==> src/rtl/mc_main_ctrl_if.sv <==
// Control bundle between the multicycle main controller and the datapath:
// opcode and memory-ready toward the controller, mux selects, strobes and debug state back out.
interface mc_main_ctrl_if #(
    parameter int OPW = 6,
    parameter int STW = 4
);
    logic [OPW-1:0] op;
    logic           mem_ready;
    logic           alusrca;
    logic [1:0]     alusrcb;
    logic [1:0]     aluop;
    logic [1:0]     pcsrc;
    logic           iord;
    logic           memtoreg;
    logic           regdst;
    logic           irwrite;
    logic           pcwrite;
    logic           branch;
    logic           memwrite;
    logic           regwrite;
    logic           illegal_op;
    logic [STW-1:0] state;

    modport master (
        input  op, mem_ready,
        output alusrca, alusrcb, aluop, pcsrc, iord, memtoreg, regdst,
               irwrite, pcwrite, branch, memwrite, regwrite, illegal_op, state
    );

    modport slave (
        output op, mem_ready,
        input  alusrca, alusrcb, aluop, pcsrc, iord, memtoreg, regdst,
               irwrite, pcwrite, branch, memwrite, regwrite, illegal_op, state
    );
endinterface

==> src/rtl/mc_main_ctrl.sv <==
// Main control FSM for the multicycle datapath: fetch/decode/execute/memory/writeback
// sequencing with mem_ready stalls in FETCH, MEMRD and MEMWR.
module mc_main_ctrl #(
    parameter int OPW = 6,
    parameter int STW = 4
) (
    input  logic          clk,
    input  logic          rst_n,
    mc_main_ctrl_if.master bus
);

    typedef enum logic [STW-1:0] {
        S_FETCH    = 4'd0,
        S_DECODE   = 4'd1,
        S_MEMADR   = 4'd2,
        S_MEMRD    = 4'd3,
        S_MEMWB    = 4'd4,
        S_MEMWR    = 4'd5,
        S_EXECUTE  = 4'd6,
        S_ALUWB    = 4'd7,
        S_BRANCH   = 4'd8,
        S_ADDIEXEC = 4'd9,
        S_ADDIWB   = 4'd10,
        S_JUMP     = 4'd11
    } state_t;

    localparam logic [OPW-1:0] OP_RTYPE = OPW'(6'b000000);
    localparam logic [OPW-1:0] OP_LW    = OPW'(6'b100011);
    localparam logic [OPW-1:0] OP_SW    = OPW'(6'b101011);
    localparam logic [OPW-1:0] OP_BEQ   = OPW'(6'b000100);
    localparam logic [OPW-1:0] OP_ADDI  = OPW'(6'b001000);
    localparam logic [OPW-1:0] OP_J     = OPW'(6'b000010);

    state_t         state_q, state_d;
    logic [OPW-1:0] op_q, op_d;

    logic       alusrca;
    logic [1:0] alusrcb;
    logic [1:0] aluop;
    logic [1:0] pcsrc;
    logic       iord, memtoreg, regdst, irwrite, pcwrite;
    logic       branch, memwrite, regwrite, illegal_op;

    always_ff @(posedge clk or negedge rst_n) begin
        if (!rst_n) begin
            state_q <= S_FETCH;
            op_q    <= '0;
        end else begin
            state_q <= state_d;
            op_q    <= op_d;
        end
    end

    always_comb begin
        state_d    = state_q;
        op_d       = op_q;
        alusrca    = 1'b0;
        alusrcb    = 2'b00;
        aluop      = 2'b00;
        pcsrc      = 2'b00;
        iord       = 1'b0;
        memtoreg   = 1'b0;
        regdst     = 1'b0;
        irwrite    = 1'b0;
        pcwrite    = 1'b0;
        branch     = 1'b0;
        memwrite   = 1'b0;
        regwrite   = 1'b0;
        illegal_op = 1'b0;

        case (state_q)
            S_FETCH: begin
                alusrcb = 2'b01;
                // FETCH strobes follow mem_ready combinationally; rst_n keeps them low while held in reset
                irwrite = bus.mem_ready & rst_n;
                pcwrite = bus.mem_ready & rst_n;
                if (bus.mem_ready) state_d = S_DECODE;
            end
            S_DECODE: begin
                alusrcb = 2'b11;
                op_d    = bus.op;
                case (bus.op)
                    OP_LW, OP_SW: state_d = S_MEMADR;
                    OP_RTYPE:     state_d = S_EXECUTE;
                    OP_BEQ:       state_d = S_BRANCH;
                    OP_ADDI:      state_d = S_ADDIEXEC;
                    OP_J:         state_d = S_JUMP;
                    default: begin
                        illegal_op = 1'b1;
                        state_d    = S_FETCH;
                    end
                endcase
            end
            S_MEMADR: begin
                alusrca = 1'b1;
                alusrcb = 2'b10;
                state_d = (op_q == OP_SW) ? S_MEMWR : S_MEMRD;
            end
            S_MEMRD: begin
                iord = 1'b1;
                if (bus.mem_ready) state_d = S_MEMWB;
            end
            S_MEMWB: begin
                memtoreg = 1'b1;
                regwrite = 1'b1;
                state_d  = S_FETCH;
            end
            S_MEMWR: begin
                iord     = 1'b1;
                memwrite = 1'b1;
                if (bus.mem_ready) state_d = S_FETCH;
            end
            S_EXECUTE: begin
                alusrca = 1'b1;
                aluop   = 2'b10;
                state_d = S_ALUWB;
            end
            S_ALUWB: begin
                regdst   = 1'b1;
                regwrite = 1'b1;
                state_d  = S_FETCH;
            end
            S_BRANCH: begin
                alusrca = 1'b1;
                aluop   = 2'b01;
                pcsrc   = 2'b01;
                branch  = 1'b1;
                state_d = S_FETCH;
            end
            S_ADDIEXEC: begin
                alusrca = 1'b1;
                alusrcb = 2'b10;
                state_d = S_ADDIWB;
            end
            S_ADDIWB: begin
                regwrite = 1'b1;
                state_d  = S_FETCH;
            end
            S_JUMP: begin
                pcsrc   = 2'b10;
                pcwrite = 1'b1;
                state_d = S_FETCH;
            end
            default: state_d = S_FETCH;
        endcase
    end

    assign bus.alusrca    = alusrca;
    assign bus.alusrcb    = alusrcb;
    assign bus.aluop      = aluop;
    assign bus.pcsrc      = pcsrc;
    assign bus.iord       = iord;
    assign bus.memtoreg   = memtoreg;
    assign bus.regdst     = regdst;
    assign bus.irwrite    = irwrite;
    assign bus.pcwrite    = pcwrite;
    assign bus.branch     = branch;
    assign bus.memwrite   = memwrite;
    assign bus.regwrite   = regwrite;
    assign bus.illegal_op = illegal_op;
    assign bus.state      = state_q;

endmodule

==> src/flat_wrapper.sv <==
// flat-port wrapper written by rule: the top's interface ports become plain ports
module mc_main_ctrl_flat 
#(
    parameter int OPW = 6,
    parameter int STW = 4
)
  (clk, rst_n, bus_op, bus_mem_ready, bus_alusrca, bus_alusrcb, bus_aluop, bus_pcsrc, bus_iord, bus_memtoreg, bus_regdst, bus_irwrite, bus_pcwrite, bus_branch, bus_memwrite, bus_regwrite, bus_illegal_op, bus_state);
  mc_main_ctrl_if #(.OPW(OPW), .STW(STW)) bus_i ();
  input  logic clk;
  input  logic rst_n;
  input wire logic [$bits(bus_i.op)-1:0] bus_op;
  input wire logic [$bits(bus_i.mem_ready)-1:0] bus_mem_ready;
  output wire logic [$bits(bus_i.alusrca)-1:0] bus_alusrca;
  output wire logic [$bits(bus_i.alusrcb)-1:0] bus_alusrcb;
  output wire logic [$bits(bus_i.aluop)-1:0] bus_aluop;
  output wire logic [$bits(bus_i.pcsrc)-1:0] bus_pcsrc;
  output wire logic [$bits(bus_i.iord)-1:0] bus_iord;
  output wire logic [$bits(bus_i.memtoreg)-1:0] bus_memtoreg;
  output wire logic [$bits(bus_i.regdst)-1:0] bus_regdst;
  output wire logic [$bits(bus_i.irwrite)-1:0] bus_irwrite;
  output wire logic [$bits(bus_i.pcwrite)-1:0] bus_pcwrite;
  output wire logic [$bits(bus_i.branch)-1:0] bus_branch;
  output wire logic [$bits(bus_i.memwrite)-1:0] bus_memwrite;
  output wire logic [$bits(bus_i.regwrite)-1:0] bus_regwrite;
  output wire logic [$bits(bus_i.illegal_op)-1:0] bus_illegal_op;
  output wire logic [$bits(bus_i.state)-1:0] bus_state;
  assign bus_i.op = bus_op;
  assign bus_i.mem_ready = bus_mem_ready;
  assign bus_alusrca = bus_i.alusrca;
  assign bus_alusrcb = bus_i.alusrcb;
  assign bus_aluop = bus_i.aluop;
  assign bus_pcsrc = bus_i.pcsrc;
  assign bus_iord = bus_i.iord;
  assign bus_memtoreg = bus_i.memtoreg;
  assign bus_regdst = bus_i.regdst;
  assign bus_irwrite = bus_i.irwrite;
  assign bus_pcwrite = bus_i.pcwrite;
  assign bus_branch = bus_i.branch;
  assign bus_memwrite = bus_i.memwrite;
  assign bus_regwrite = bus_i.regwrite;
  assign bus_illegal_op = bus_i.illegal_op;
  assign bus_state = bus_i.state;
  mc_main_ctrl #(.OPW(OPW), .STW(STW)) u_core (.clk(clk), .rst_n(rst_n), .bus(bus_i));
endmodule
==> config.mk <==
export PLATFORM = sky130hd
export DESIGN_NAME = mc_main_ctrl_flat
export DESIGN_NICKNAME = d
export VERILOG_FILES = /design/src/rtl/mc_main_ctrl_if.sv /design/src/rtl/mc_main_ctrl.sv /design/src/flat_wrapper.sv
export SDC_FILE = /design/constraint.sdc
export NUM_CORES = 1
export LEC_CHECK = 0
export CAP_MARGIN = 20
export CORE_ASPECT_RATIO = 1.75
export CORE_MARGIN = 5
export CORE_UTILIZATION = 26
export CTS_CLUSTER_DIAMETER = 40
export DETAILED_ROUTE_END_ITERATION = 10
export PLACE_DENSITY_LB_ADDON = 0.1
export SETUP_SLACK_MARGIN = 0.3
export SLEW_MARGIN = 20
export SYNTH_ARGS = -nofsm -noshare
export SYNTH_HDL_FRONTEND = slang
export SYNTH_SLANG_ARGS = --single-unit
==> constraint.sdc <==
create_clock -name clk -period 2.2 [get_ports clk]
set_clock_uncertainty 0.15 [all_clocks]
set_input_delay 0.22 -clock clk [delete_from_list [all_inputs] [get_ports clk]]
set_output_delay 0.22 -clock clk [all_outputs]
set_load 0.005 [all_outputs]
==> results by group, run 1 <==
Pwr
  – Comb pwr share: 0.624
  – Worst IR Drop VDD: 0.000532 V
  – Clock power share: 0.156
  – Pwr dens: 1130 nW/µm²
  – Sequential power share: 0.220
  – LEAKAGE: 0.688 nW
  – Sw frac: 0.349
  – Psw: 0.521 mW
  – Internal: 0.973 mW

Clock network
  – Clock Latency Late Sink: 0.24 ns
  – Clk Tree Root Cell: clkbuf_8
  – Clk pin slew, worst setup/hold paths: 0.05 ns
  – H-tree depth: 1
  – CTS buffer count: 3
  – CTS tree: done
  – CTS max path bufs: 2
  – Sink Count: 10

Finish
  – Fin area: 1320 µm²
  – P&R area growth vs syn: 84.5%
  – # nets final: 149
  – Filler instances: 264
  – Final Non-Filler Cells: 166
  – Proportion of layout cells with a drive suffix above 1: 0.410
  – Diodes inserted: 0

Placed design
  – Dpl cell area: 1090 µm²
  – Dpl cells: 145
  – Placer Congestion: 0.769
  – Post-DP HPWL: 1.83 mm
  – Port Buffers: 28

Synth
  – Synth Area in Compound Gates: 0.162
  – Number of synthesized flops with an enable pin: 0
  – Simple-gate area share of the yosys netlist: 0.291
  – Share of the synthesized area in the top cell type: 0.349
  – Synth Register Bits: 10
  – Largest family of logic cells by synthesized area: simple AND/OR/NAND/NOR gates
  – Leading post-synthesis cells by cell area: dfrtp_1, mux2_2, nor3_1, nand2b_1, o21ai_0
  – Seq/Total Area, Yosys: 0.349
  – Net Count, Synth: 94
  – Fraction of registers with async set/reset: 1.00
  – Average size of a mapped cell: 8.43 µm²
  – Post-Synth XOR/XNOR Area: 0.0366
  – Synth area leader: dfrtp_1
  – Top post-synthesis cells by count: dfrtp_1, nor2_1, nor3_1
  – Adder-Cell Fraction of Synth Area: 0
  – Cells after Synth: 85
  – Synth Warn #: 0
  – Mapped Area: 717 µm²
  – Count of different cell masters after synthesis: 32
  – Most frequent cell after synthesis: dfrtp_1
  – Mux cell area share after synthesis: 0.0942
  – Main synth FF type: dfrtp_1

Floorplan
  – Initial Utilization: 0.267
  – Site row count: 25
  – # IOs: 29
  – Die width: 49.7 µm
  – Die height: 79.5 µm
  – Core area: 2690 µm²
  – Die outline area: 3950 µm²

Critical path
  – CP required: 1.83 ns
  – Worst Path Max Fanout: 5
  – Endpoint class of the critical path: primary output
  – Critical path class: flip-flop to primary output
  – Crit path DAT: 1.52 ns
  – Worst Setup Start Kind: flip-flop

Drt
  – Met2 routed WL: 1.40 mm
  – DRT iter0 DRCs: 6
  – First-pass DRT Iterations: 4
  – Total length of routed wires: 2.49 mm
  – Highest routed layer: met4
  – Vias per cell: 5.17
  – Metal3 WL: 170 µm
  – Routed WL per cell: 15.0 µm
  – Drc violations: 0
  – DRT met1 WL: 862 µm
  – Via count: 858
  – Antenna-violating nets left: 0

STA
  – Final setup vio count: 0
  – Max Freq: 0.529 GHz
  – Post-route minimum period: 1.89 ns
  – Least-Margin Pin Slew: 0.365 ns
  – Max-slew violation count: 0
  – Crit share post-route: 0.859
  – Hold Violations, Final: 0
  – Relative slew slack: 0.750
  – RSZ-0062 raised after global routing: yes

Global route
  – Grt total ovfl: 0
  – Gr usage total: 0.126
  – Vias in the first global route: 836
  – Largest net degree at the start of global routing: 16
  – Antenna violations before repair: 0
  – First-pass GRT wire length: 3.89 mm

Hold path
  – Hold Crit Class: primary input to asynchronous set/reset pin

Status
  – Status: complete, no violations

Job
  – Max_cap viols: 0
## state kept, by name (all words and copies together), names as in the netlist
register          cells
u_core.bus.state      4
u_core.op_q           6
## metrics by stage
step	hold WS (ns)	worst slack, ns	TNS [ns]	total power, mW	util
after floorplan	-0.226	0.596	0	0.717	-
after global placement	0.346	0.0134	0	1.08	0.405
after detailed placement	0.350	-0.0323	-0.0323	1.09	0.405
after CTS	0.242	0.137	0	1.43	0.456
after global routing	0.258	0.217	0	1.60	0.492
final	0.236	0.309	0	1.49	0.492
## power groups by stage
| stage | clock, mW | sequential (mW) | combinational [mW] |
|---|---|---|---|
| final | 0.233 | 0.329 | 0.931 |
| after global routing | 0.248 | 0.338 | 1.01 |
| after CTS | 0.240 | 0.336 | 0.852 |
| after detailed placement | 0 | 0.353 | 0.732 |
| after global placement | 0 | 0.350 | 0.733 |
| after floorplan | 0 | 0.309 | 0.408 |
## cell type report
type,instances,area [µm²],area share
Clock buffer,4,55.1,0.0416
Inverter,2,7.51,0.00568
Multi-Input combinational cell,65,475,0.360
Sequential cell,10,253,0.191
Tap cell,27,33.8,0.0255
Timing Repair Buffer,58,498,0.377
## worst max-delay path, stage by stage (launching register included)
cell and delay [ns]:
dfrtp_2 0.43, buf_4 0.16, nor3_2 0.17, clkdlybuf4s50_1 0.52
## final timing paths
kind / startpoint / to / slack, ns / depth (start not counted)
setup / recovery: u_core.bus.state[1] / bus_memtoreg / 0.31 / 3
hold / removal: rst_n / u_core.bus.state[0] / 0.24 / 2
setup reg to reg: u_core.bus.state[2] / u_core.op_q[1] / 0.55 / 5
hold reg to reg: u_core.op_q[5] / u_core.op_q[5] / 0.36 / 1
max in group asynchronous: rst_n / u_core.bus.state[1] / 1.51 / 2
min in group clk: bus_op[2] / u_core.op_q[2] / 0.34 / 2
## cells by family after synthesis
group           Yosys count
xor+xnor                  3
mux                       6
flops                    10
buf+inv                  10
compound gates           19
simple gates             37
## per-layer routing
metal	vias to the layer above	global-route usage
met5	-	0
met4	0	0.0630
met3	8	0.0224
met2	35	0.259
met1	396	0.106
li1	419	-
## repair_timing
| action | in CTS | in global routing |
|---|---|---|
| setup buffers | 8 | 9 |
| gates resized for setup | 26 | 13 |
| endpoints found under the setup margin | 16 | 10 |
| hold buffers | 0 | 0 |
| pin swaps | 3 | 1 |
## placed cells by master (no fill, tap or decap), drive strengths merged, types with 2 or more instances in the layout
cell / n
and3: 4
a21oi: 4
o21ai: 7
clkbuf: 5
nand2: 3
nand2b: 6
dfrtp: 10
inv: 2
dlygate4sd2: 13
o211ai: 2
dlymetal6s2s: 4
buf: 30
clkdlybuf4s50: 9
nor2: 8
mux2: 6
xor2: 2
nor3: 9
nor4: 2
Note: power is estimated with default switching activity, not from simulation.
==> run 2: changes to the inputs <==
Settings changed: GPL_ROUTABILITY_DRIVEN set to 0.
==> results of run 2 <==
Same layout as run 1: the final DEF is identical, and so are final timing and power.
